==> src/rtl/quotient_pixel_fifo.sv <==
// quotient_pixel_fifo: clamps signed divider quotients to unsigned pixels
// and buffers them in a first-word-fall-through FIFO with line framing.
//
// Ports:
//   clock, reset  : single clock, synchronous active-high reset
//   in_valid      : quotient strobe from the divider (no backpressure)
//   in_quotient   : two's-complement quotient
//   almost_full   : registered advisory, fill_count >= DEPTH-SLACK
//   out_valid     : pixel available at the head of the FIFO
//   out_ready     : downstream accept
//   out_pixel     : clamped pixel at the read pointer
//   out_last      : head pixel is the last of its line
//   fill_count    : occupied entries
//   overflow      : sticky flag, set when a push is dropped on a full FIFO
module quotient_pixel_fifo #(
    parameter int QUOTIENT_WIDTH = 12,
    parameter int PIXEL_WIDTH    = 8,
    parameter int DEPTH          = 32,
    parameter int SLACK          = 14,
    parameter int IMAGE_WIDTH    = 720
) (
    input  logic                      clock,
    input  logic                      reset,
    input  logic                      in_valid,
    input  logic [QUOTIENT_WIDTH-1:0] in_quotient,
    output logic                      almost_full,
    output logic                      out_valid,
    input  logic                      out_ready,
    output logic [PIXEL_WIDTH-1:0]    out_pixel,
    output logic                      out_last,
    output logic [$clog2(DEPTH):0]    fill_count,
    output logic                      overflow
);

    localparam int AW  = $clog2(DEPTH);
    localparam int CW  = AW + 1;
    localparam int COLW = (IMAGE_WIDTH > 1) ? $clog2(IMAGE_WIDTH) : 1;

    localparam logic [CW-1:0]             DEPTH_C  = CW'(DEPTH);
    localparam logic [CW-1:0]             AF_LEVEL = CW'(DEPTH - SLACK);
    localparam logic [COLW-1:0]           COL_LAST = COLW'(IMAGE_WIDTH - 1);
    localparam logic [QUOTIENT_WIDTH-1:0] PIX_MAX_Q =
        QUOTIENT_WIDTH'((1 << PIXEL_WIDTH) - 1);

    logic [PIXEL_WIDTH-1:0] mem_q [DEPTH];

    logic [AW-1:0]   wr_ptr_q, wr_ptr_d;
    logic [AW-1:0]   rd_ptr_q, rd_ptr_d;
    logic [CW-1:0]   count_q, count_d;
    logic [COLW-1:0] col_q, col_d;
    logic            ovf_q, ovf_d;
    logic            af_q, af_d;

    logic                   push;
    logic                   pop;
    logic                   accept;
    logic [PIXEL_WIDTH-1:0] pix;

    // Clamp: negative -> 0, above pixel range -> saturate.
    always_comb begin
        pix = in_quotient[PIXEL_WIDTH-1:0];
        if (in_quotient[QUOTIENT_WIDTH-1]) begin
            pix = '0;
        end else if (in_quotient > PIX_MAX_Q) begin
            pix = '1;
        end
    end

    always_comb begin
        push   = in_valid;
        pop    = (count_q != '0) && out_ready;
        // Fullness is judged before any pop this cycle, so a push at
        // full is dropped even when a pop frees a slot.
        accept = push && (count_q != DEPTH_C);

        wr_ptr_d = wr_ptr_q;
        rd_ptr_d = rd_ptr_q;
        count_d  = count_q;
        col_d    = col_q;

        if (accept) begin
            wr_ptr_d = wr_ptr_q + AW'(1);
        end
        if (pop) begin
            rd_ptr_d = rd_ptr_q + AW'(1);
            col_d    = (col_q == COL_LAST) ? '0 : col_q + COLW'(1);
        end

        unique case ({accept, pop})
            2'b10:   count_d = count_q + CW'(1);
            2'b01:   count_d = count_q - CW'(1);
            default: count_d = count_q;
        endcase

        ovf_d = ovf_q | (push & ~accept);
        af_d  = (count_q >= AF_LEVEL);
    end

    always_ff @(posedge clock) begin
        if (reset) begin
            wr_ptr_q <= '0;
            rd_ptr_q <= '0;
            count_q  <= '0;
            col_q    <= '0;
            ovf_q    <= 1'b0;
            af_q     <= 1'b0;
        end else begin
            wr_ptr_q <= wr_ptr_d;
            rd_ptr_q <= rd_ptr_d;
            count_q  <= count_d;
            col_q    <= col_d;
            ovf_q    <= ovf_d;
            af_q     <= af_d;
        end
    end

    // Storage is not reset; contents are only visible while out_valid.
    always_ff @(posedge clock) begin
        if (!reset && accept) begin
            mem_q[wr_ptr_q] <= pix;
        end
    end

    assign out_valid   = (count_q != '0);
    assign out_pixel   = mem_q[rd_ptr_q];
    assign out_last    = out_valid && (col_q == COL_LAST);
    assign fill_count  = count_q;
    assign overflow    = ovf_q;
    assign almost_full = af_q;

endmodule

==> config.mk <==
export PLATFORM = sky130hd
export DESIGN_NAME = quotient_pixel_fifo
export DESIGN_NICKNAME = d
export VERILOG_FILES = /design/src/rtl/quotient_pixel_fifo.sv
export SDC_FILE = /design/constraint.sdc
export NUM_CORES = 1
export LEC_CHECK = 0
export ABC_AREA = 1
export ABC_CLOCK_PERIOD_IN_PS = 2990
export BUFFER_PORTS_ARGS = -buffer_cell sky130_fd_sc_hd__buf_4
export CORE_MARGIN = 8
export CORE_UTILIZATION = 60
export CTS_CLUSTER_DIAMETER = 120
export DETAILED_ROUTE_END_ITERATION = 6
export PLACE_DENSITY_LB_ADDON = 0.08
export SLEW_MARGIN = 20
export SYNTH_ARGS = -nofsm -noshare
export SYNTH_HDL_FRONTEND = slang
export SYNTH_SLANG_ARGS = --single-unit
==> constraint.sdc <==
create_clock -name clock -period 2.99 [get_ports clock]
set_input_delay 0.299 -clock clock [delete_from_list [all_inputs] [get_ports clock]]
set_output_delay 0.299 -clock clock [all_outputs]
set_load 0.01 [all_outputs]
* Yosys cells after proc, flatten, opt, wreduce, memory -nomap -nowiden *
Memory sizes are Yosys's and may differ from the RTL's. A register that Yosys moved wholly into a read port is not among the register bits.
Cells that the tools add are included.

cells by class
  add/subtract/negate cells = 5
  magnitude comparators = 2
  eq/ne operators = 4
  mux-type cells = 8
  bitwise logic cells = 3
  reduce and logical (&&, ||, !) cells = 7

operators with widths
  operator                                                                             count
  8-bit 2-to-1 mux                                                                     2
  12-bit by 8-bit greater-than comparator with 1-bit output, second input constant     1
  6-bit case mux with 2 select lines                                                   1
  10-bit by 1-bit adder with 10-bit output, second input constant                      1
  5-bit by 1-bit adder with 5-bit output, second input constant                        2
  10-bit equality test, second input constant                                          1
  10-bit 2-to-1 mux                                                                    1
  5-bit 2-to-1 mux                                                                     2
  6-bit by 1-bit adder with 6-bit output, second input constant                        1
  6-bit by 5-bit greater-or-equal comparator with 1-bit output, second input constant  1
  6-bit inequality test, second input constant                                         1
  6-bit nonzero test                                                                   1
  6-bit by 1-bit subtractor with 6-bit output, second input constant                   1
  1-bit logical AND                                                                    4
  2-bit by 1-bit equality test with 1-bit output, second input constant                1
  2-bit equality test, second input constant                                           1
  1-bit 2-to-1 mux                                                                     2
  2-bit nonzero test                                                                   1
  1-bit AND                                                                            1
  1-bit logical NOT                                                                    1
  1-bit inverter                                                                       1
  1-bit OR                                                                             1

storage, ports and cells
  register bits = 28
  memory bits (writable) = 256
  input bits = 16
  output and inout port bits = 18
  word-level logic and storage cells = 36
  memories = 1

memory list
  name   words  bits a word  rd ports  clocked after Yosys merged registers in  write ports  line  source
  mem_q  32     8            1         1                                        1            45    logic [PIXEL_WIDTH-1:0] mem_q [DEPTH];

* Longest topological paths before layout *
Gate-level depths: netlist of the first run.

  depth after elaboration = 5
  mapped depth = 19
  mapped depth without buffers = 17

* Least setup slack after synthesis of the first run *
Ideal clock, no wire load.

  path kind = reg2reg
  from = register count_q[2] (netlist: fill_count[2])
  to = register count_q[2] (netlist: fill_count[2])
  library setup time = 0.115 ns
  arrival = 2.186 ns
  required time = 2.875 ns
  setup slack = 0.689 ns
  cell stages (with the launch flop) = 17
  buffers on the path = 2
  period minus slack after synthesis = 2.301 ns
  cell sequence = dfxtp_1 -> buf_6 -> nor2_2 -> nand4_2 -> nand2_2 -> inv_2 -> ha_1 -> buf_2 -> inv_1 -> nand2_1 -> nand2_1 -> inv_1 -> ha_1 -> o21bai_1 -> xnor2_1 -> o21ai_0 -> inv_1

on the way
  word-level cells in the longest chain between the ends = 4
  elaborated cells on any way between the ends = 10
  those cells by class = add/sub (2); eq/ne (3); mux (1); reduce/logical (4)

ends and longest elaborated chain
  element                                                                                       line  source
  start: declaration                                                                            49    logic [CW-1:0] count_q, count_d;
  start signal: assignment                                                                      110   count_q <= count_d;
  6-bit nonzero test *                                                                          -
  via out_valid                                                                                 27    output logic out_valid,
  1-bit logical AND *                                                                           71    pop = (count_q != '0) && out_ready;
  2-bit by 1-bit equality test with 1-bit output / 2-bit equality test (equally long branches)  89    unique case ({accept, pop})
  6-bit case mux with 2 select lines / 2-bit nonzero test (equally long branches)               -

Mark *: on every way through the listed nets, which the timed path passes. The rest lies on a longest branch.
A chain may end at the register's enable or synchronous reset.

==> flow_metrics.py, run 1 <==
metrics = {
    "worst_hold_path": {
        "worst_hold_startpoint": "in_valid",
        "hold-path-endpoint": "overflow",
        "hold-path-cell-count": 3,
        "worstHoldPathType": "input pin to flop",
    },
    "flow_run": {
        "cap_viol_max_count": 0,
    },
    "placement": {
        "port_buffers": 33,
        "hpwl_um": 16100,
        "gp_congestion": 0.841,
        "dp.cells": 1416,
        "placed_area_um2": 12800,
    },
    "synthesis": {
        "ys_async_sr_fraction": 0,
        "synth_area_leaders": "edfxtp_1 62%, nand2_1 11%, nand3_1 7.3%",
        "synth_area_in_adders": 0.00913,
        "synth-edff-count": 256,
        "synthesis.area_um2": 12300,
        "ys_types": 33,
        "syn_avg_cell_area_um2": 10.8,
        "dominant_combinational_cell_family_by_area_after_synthesis": "simple AND/OR/NAND/NOR gates",
        "synth_sequential_area_ratio": 0.677,
        "synthesis.yosys.warnings": 0,
        "synthXorXnorAreaFrac": 0.00426,
        "synth-compound-area-share": 0.0452,
        "synthesis.nets": 1168,
        "muxShareOfSynthArea": 0,
        "yosys.area_share.simple": 0.217,
        "cell_with_the_most_instances_after_synthesis": "nand2_1",
        "yosysTopAreaCellShare": 0.623,
        "synth.top_cells.by_count": "349 x nand2_1, 256 x edfxtp_1, 180 x nand3_1",
        "synth.ff_latch_count": 289,
        "netlist.top_cell.by_area": "edfxtp_1",
        "synthCells": 1143,
        "ys_dominant_reg_cell": "edfxtp_1",
    },
    "floorplanning": {
        "initial_core_util": 0.609,
        "die_width_um": 159,
        "io_pins": 34,
        "die_height_um": 159,
        "area_of_the_placeable_core_um2": 20200,
        "num_rows": 52,
        "fp.dieArea_um2": 25400,
    },
    "global_route": {
        "grt_max_degree": 96,
        "grt_antenna_before_repair": 0,
        "grt_pass1_vias": 7946,
        "grt_first_pass_wirelength_um": 43000,
        "overflow": 0,
        "track_usage": 0.213,
    },
    "cells_and_area": {
        "postLayoutCellArea_um2": 13700,
        "fin_cells": 1469,
        "number_of_fill_cells": 1544,
        "antenna-diode-count": 0,
        "final_layout_size_suffix_gt1_frac": 0.102,
        "syn_to_final_growth_pct": 11.0,
        "finalNetCount": 1202,
    },
    "cts": {
        "register_clock_pin_slew_on_the_reported_worst_setup_and_hold_paths_ns": 0.06,
        "numClockSinks": 289,
        "post-cts-setup-buffer-count": 0,
        "tritoncts": "built",
        "worstSkewPairLatency_ns": 0.54,
        "cts-hold-fix-buffers": 0,
        "cts.repair.resized": 0,
        "cts-buffers-inserted": 29,
        "cts-root-to-sink-buffers": 3,
        "ctsHtreeMaxLevel": 1,
        "cts.root.buffer_cell": "clkbuf_16",
    },
    "critical_path": {
        "critical_path.reg2reg.startpoint": "fill_count[4]",
        "critPathKind": "flop to primary output",
        "r2r_worst_path_depth": 16,
        "crit_path_end_kind": "primary output",
        "regToRegSetupSlack_ns": 0.36,
        "worstPathRequired_ns": 2.69,
        "startpoint_type": "flop",
        "critical_path_fanouts_max": 95,
        "worst_ep_arrival_time_ns": 2.53,
        "critical_path.reg2reg.endpoint": "fill_count[4]",
    },
    "run_status": {
        "run_status": "finished, final reports clean",
    },
    "detailed_routing": {
        "wl_per_cell_um": 18.4,
        "routed-via-count": 8211,
        "routed_wirelength_um": 27100,
        "ant_nets": 0,
        "route.detailed.drc": 0,
        "detailedRoute.firstIterationViolations": 750,
        "first_pass_iters": 5,
        "vias_per_cell": 5.59,
    },
    "timing": {
        "max_frequency_ghz": 0.354,
        "slew_viol_final": 0,
        "grt_setup_unrepaired": "no",
        "slew_headroom": 0.263,
        "final_critical_path_required_period_ns": 2.83,
        "min_period_over_period": 0.945,
        "setup_viol_count_final": 0,
        "fin_worst_skew_ns": 0.0138,
        "timing_worst_slew_pin_value_ns": 1.10,
        "tns_ns": 0,
        "hold_viol": 0,
    },
    "power_and_ir_drop": {
        "power_density_cells_nw_per_um2": 764,
        "ir_drop_uv": 577,
        "power_leakage_nw": 5.11,
    },
}
[how the worst max path moves through the flow]
stage / to / depth (start not counted)
2_1_floorplan: fill_count[2] / 16
3_3_place_gp: fill_count[4] / 16
3_5_place_dp: fill_count[2] / 14
4_1_cts: out_pixel[5] / 10
5_1_grt: out_pixel[0] / 8
6_report: out_pixel[7] / 8
[cells by family after synthesis]
group | Yosys count
buf+inv | 112
xor+xnor | 6
fa+ha+maj | 9
simple gates | 622
flops | 289
compound gates | 105
[area by class of cell]
cell class                      instances  area [um^2]  area share
Timing Repair Buffer                   61          520      0.0380
Inverter                               54          204      0.0149
Multi-Input combinational cell        742         3390       0.248
Sequential cell                       289         8350       0.610
Clock buffer                           41          811      0.0593
Tap cell                              270          338      0.0247
Clock inverter                         12         63.8     0.00466
[per-layer routing]
layer	vias up	GRT usage	routed length [um]	share of wire
li1	3996	-	-	-
met1	3896	0.278	11200	0.41
met2	269	0.354	13200	0.49
met3	50	0.0341	1880	0.069
met4	0	0.0845	806	0.030
met5	-	0	0	0
[worst max-delay path, stage by stage, from the launching register on]
cell and delay [ns]:
dfxtp_4 0.49, buf_12 0.39, nand2_1 0.10, nand3_1 0.11, nand3_1 0.08, a21oi_1 0.29
nor2_1 0.17, a21oi_1 0.16, buf_4 0.14
[where the power goes]
part	leakage, nW	internal (W)	switching [W]	total (W)
clock network	0.436	0.00188	0.00144	0.00332
logic	2.10	0.000841	0.00166	0.00250
registers	2.58	0.00451	0.000125	0.00463
total	5.11	0.00723	0.00323	0.0105
[state kept, by name (all words and copies together) (netlist names), named ones only]
register,cells
rd_ptr_q,5
mem_q,256
wr_ptr_q,5
overflow,1
fill_count,6
col_q,10
almost_full,1
[cells in the final DEF, fill, tap and decap left out, types with 2 or more instances in the layout]
master | Yosys | layout
a21oi_1 | 66 | 66
buf_12 | 0 | 5
buf_4 | 14 | 56
clkbuf_1 | 9 | 8
clkbuf_16 | 0 | 29
clkbuf_8 | 0 | 4
clkinv_1 | 0 | 3
clkinv_2 | 0 | 8
dfxtp_1 | 33 | 31
edfxtp_1 | 256 | 256
ha_1 | 9 | 9
inv_1 | 51 | 50
inv_2 | 3 | 3
nand2_1 | 349 | 349
nand2_4 | 5 | 5
nand3_1 | 180 | 180
nand4_1 | 2 | 2
nor2_1 | 71 | 71
nor2_2 | 4 | 4
nor2_8 | 2 | 2
nor3_1 | 4 | 4
o21ai_0 | 26 | 26
o31ai_1 | 8 | 8
xnor2_1 | 4 | 4
xor2_1 | 2 | 2
[metrics by stage]
step | worst slack (ns) | util | power, W | hold slack (ns)
2_1_floorplan | 0.689 | - | 0.00652 | 0.441
3_3_place_gp | 0.408 | 0.633 | 0.00720 | 0.456
3_5_place_dp | 0.387 | 0.633 | 0.00722 | 0.464
4_1_cts | 0.173 | 0.676 | 0.0105 | 0.0323
5_1_grt | 0.00959 | 0.676 | 0.0110 | 0.0473
6_report | 0.165 | 0.676 | 0.0105 | 0.0528
(Power assumes the default switching activity.)
==> inputs of run 2 (changes only) <==
--- a/config.mk
+++ b/config.mk
@@ -8,8 +8,9 @@
 export ABC_AREA = 1
 export ABC_CLOCK_PERIOD_IN_PS = 2990
 export BUFFER_PORTS_ARGS = -buffer_cell sky130_fd_sc_hd__buf_4
-export CORE_MARGIN = 8
-export CORE_UTILIZATION = 60
+export CORE_ASPECT_RATIO = 1.4
+export CORE_MARGIN = 2
+export CORE_UTILIZATION = 40
 export CTS_CLUSTER_DIAMETER = 120
 export DETAILED_ROUTE_END_ITERATION = 6
 export PLACE_DENSITY_LB_ADDON = 0.08
==> flow_metrics.py, run 2 (synthesis gave the netlist of run 1 again) <==
metrics = {
    "run_status": {
        "run_status": "finished, final reports clean",
    },
    "cts": {
        "register_clock_pin_slew_on_the_reported_worst_setup_and_hold_paths_ns": 0.07,
        "post-cts-setup-buffer-count": 0,
        "cts-hold-fix-buffers": 0,
        "cts-buffers-inserted": 29,
        "ctsHtreeMaxLevel": 1,
        "cts.root.buffer_cell": "clkbuf_16",
        "tritoncts": "built",
        "numClockSinks": 289,
        "cts.repair.resized": 0,
        "cts-root-to-sink-buffers": 3,
        "worstSkewPairLatency_ns": 0.55,
    },
    "detailed_routing": {
        "wl_per_cell_um": 19.8,
        "first_pass_iters": 4,
        "detailedRoute.firstIterationViolations": 556,
        "routed-via-count": 8228,
        "ant_nets": 0,
        "route.detailed.drc": 0,
        "vias_per_cell": 5.14,
        "routed_wirelength_um": 31700,
    },
    "global_route": {
        "grt_max_degree": 72,
        "overflow": 0,
        "grt_antenna_before_repair": 0,
        "grt_first_pass_wirelength_um": 48200,
        "track_usage": 0.196,
        "grt_pass1_vias": 8058,
    },
    "power_and_ir_drop": {
        "power_leakage_nw": 5.21,
        "power_w": 0.0111,
        "power_density_cells_nw_per_um2": 789,
        "ir_drop_uv": 507,
    },
    "critical_path": {
        "critPathKind": "flop to primary output",
        "timing.critical_path.max_delay_family": "buffers and inverters",
        "critical_path_fanouts_max": 42,
        "critical_path.cell_chain": "inv_4, buf_12, nand2_1, nand3_1, nand3_1, a21oi_1, nor2_1, a21oi_1, buf_4",
        "worstPathRequired_ns": 2.69,
        "critical_path_buf_inv_count": 3,
        "worst_ep_arrival_time_ns": 2.59,
        "startpoint_type": "flop",
        "crit_path_end_kind": "primary output",
        "critical-path-slowest-cell": "inv_4",
        "critical_path.reg2reg.startpoint": "fill_count[2]",
        "slowest_delay_ns": 0.38,
    },
    "timing": {
        "fin_worst_skew_ns": 0.0135,
        "tns_ns": 0,
        "final_critical_path_required_period_ns": 2.89,
        "min_period_over_period": 0.966,
        "setup_viol_count_final": 0,
        "setup_slack_of_the_critical_path_after_layout_ns": 0.103,
        "slew_headroom": 0.461,
        "timing_worst_slew_pin_value_ns": 0.806,
        "hold_viol": 0,
        "grt_setup_unrepaired": "no",
        "slew_viol_final": 0,
        "max_frequency_ghz": 0.346,
    },
    "placement": {
        "hpwl_um": 19000,
        "dp_worst_setup_slack_ns": 0.397,
        "port_buffers": 33,
        "gp_congestion": 0.826,
        "dp.cells": 1549,
    },
    "flow_run": {
        "cap_viol_max_count": 0,
    },
    "floorplanning": {
        "area_of_the_placeable_core_um2": 30500,
        "initial_core_util": 0.404,
        "die_height_um": 212,
        "num_rows": 76,
        "fp.dieArea_um2": 32300,
        "die_width_um": 152,
        "io_pins": 34,
    },
    "cells_and_area": {
        "final_common_cell": "nand2_1",
        "final_util": 0.460,
        "mostFrequentLayoutCells": "349 x nand2_1, 256 x edfxtp_1, 180 x nand3_1",
        "reg_with_most_ffs": "mem_q",
        "antenna-diode-count": 0,
        "final_layout_size_suffix_gt1_frac": 0.107,
        "number_of_fill_cells": 2828,
        "finalNetCount": 1215,
        "syn_to_final_growth_pct": 13.9,
        "fin_cells": 1600,
        "largest_register_ff_count": 256,
    },
    "worst_hold_path": {
        "worst_hold_startpoint": "in_valid",
        "worstHoldPathType": "input pin to flop",
    },
}
## run 2: cell count changes in the layout (fill, tap and decap cells not counted), sizes merged
cell / change
buf: +13
clkinv: -4
clkbuf: -3
bufinv: +5
## run 2: final timing paths
| path | to | slack (ns) | cells past startpoint |
|---|---|---|---|
| min reg2reg | col_q[4] | 0.47 | 2 |
| max | out_pixel[7] | 0.10 | 9 |
| max reg2reg | fill_count[4] | 0.38 | 17 |
| min | overflow | 0.06 | 3 |
## run 2: final cells by class
type,instances,area (um^2),area share
flip-flops and latches,289,8350,0.595
multi-input cells,742,3390,0.242
clock buffers,38,759,0.0541
repair buffers,74,656,0.0467
well taps,390,488,0.0348
inverters,54,205,0.0146
clock inverters,13,185,0.0132
## run 2: through the flow
step | hold WS, ns | instance area, um^2
after global routing | 0.0719 | 14000
final | 0.0578 | 14000
after CTS | 0.0351 | 14000
after detailed placement | 0.458 | 13100
after floorplan | 0.441 | 12300
after global placement | 0.454 | 13100
## run 2: per-layer routing
| layer | share of wire | global-route usage |
|---|---|---|
| met1 | 0.43 | 0.252 |
| met2 | 0.50 | 0.343 |
| met3 | 0.030 | 0.0211 |
| met4 | 0.036 | 0.0744 |
| met5 | 0 | 0 |
## run 2: worst register-to-register path, cell delays in order (launching register included)
cell	delay, ns
dfxtp_1	0.40
nor2_2	0.16
nand3_1	0.08
nor2_1	0.18
nand2_1	0.12
nand2_4	0.14
ha_1	0.37
inv_1	0.14
nand2_1	0.09
nand2_1	0.07
inv_1	0.06
ha_1	0.13
o21bai_1	0.14
nand3_1	0.12
nand3_1	0.10
nand2_1	0.05
nor2_1	0.09
nor2_1	0.04
## run 2: power by group
| group | internal, W | switching [W] | leakage (nW) |
|---|---|---|---|
| Sequential | 0.00450 | 0.000111 | 2.58 |
| Combinational | 0.000891 | 0.00186 | 2.18 |
| Clock | 0.00220 | 0.00151 | 0.461 |
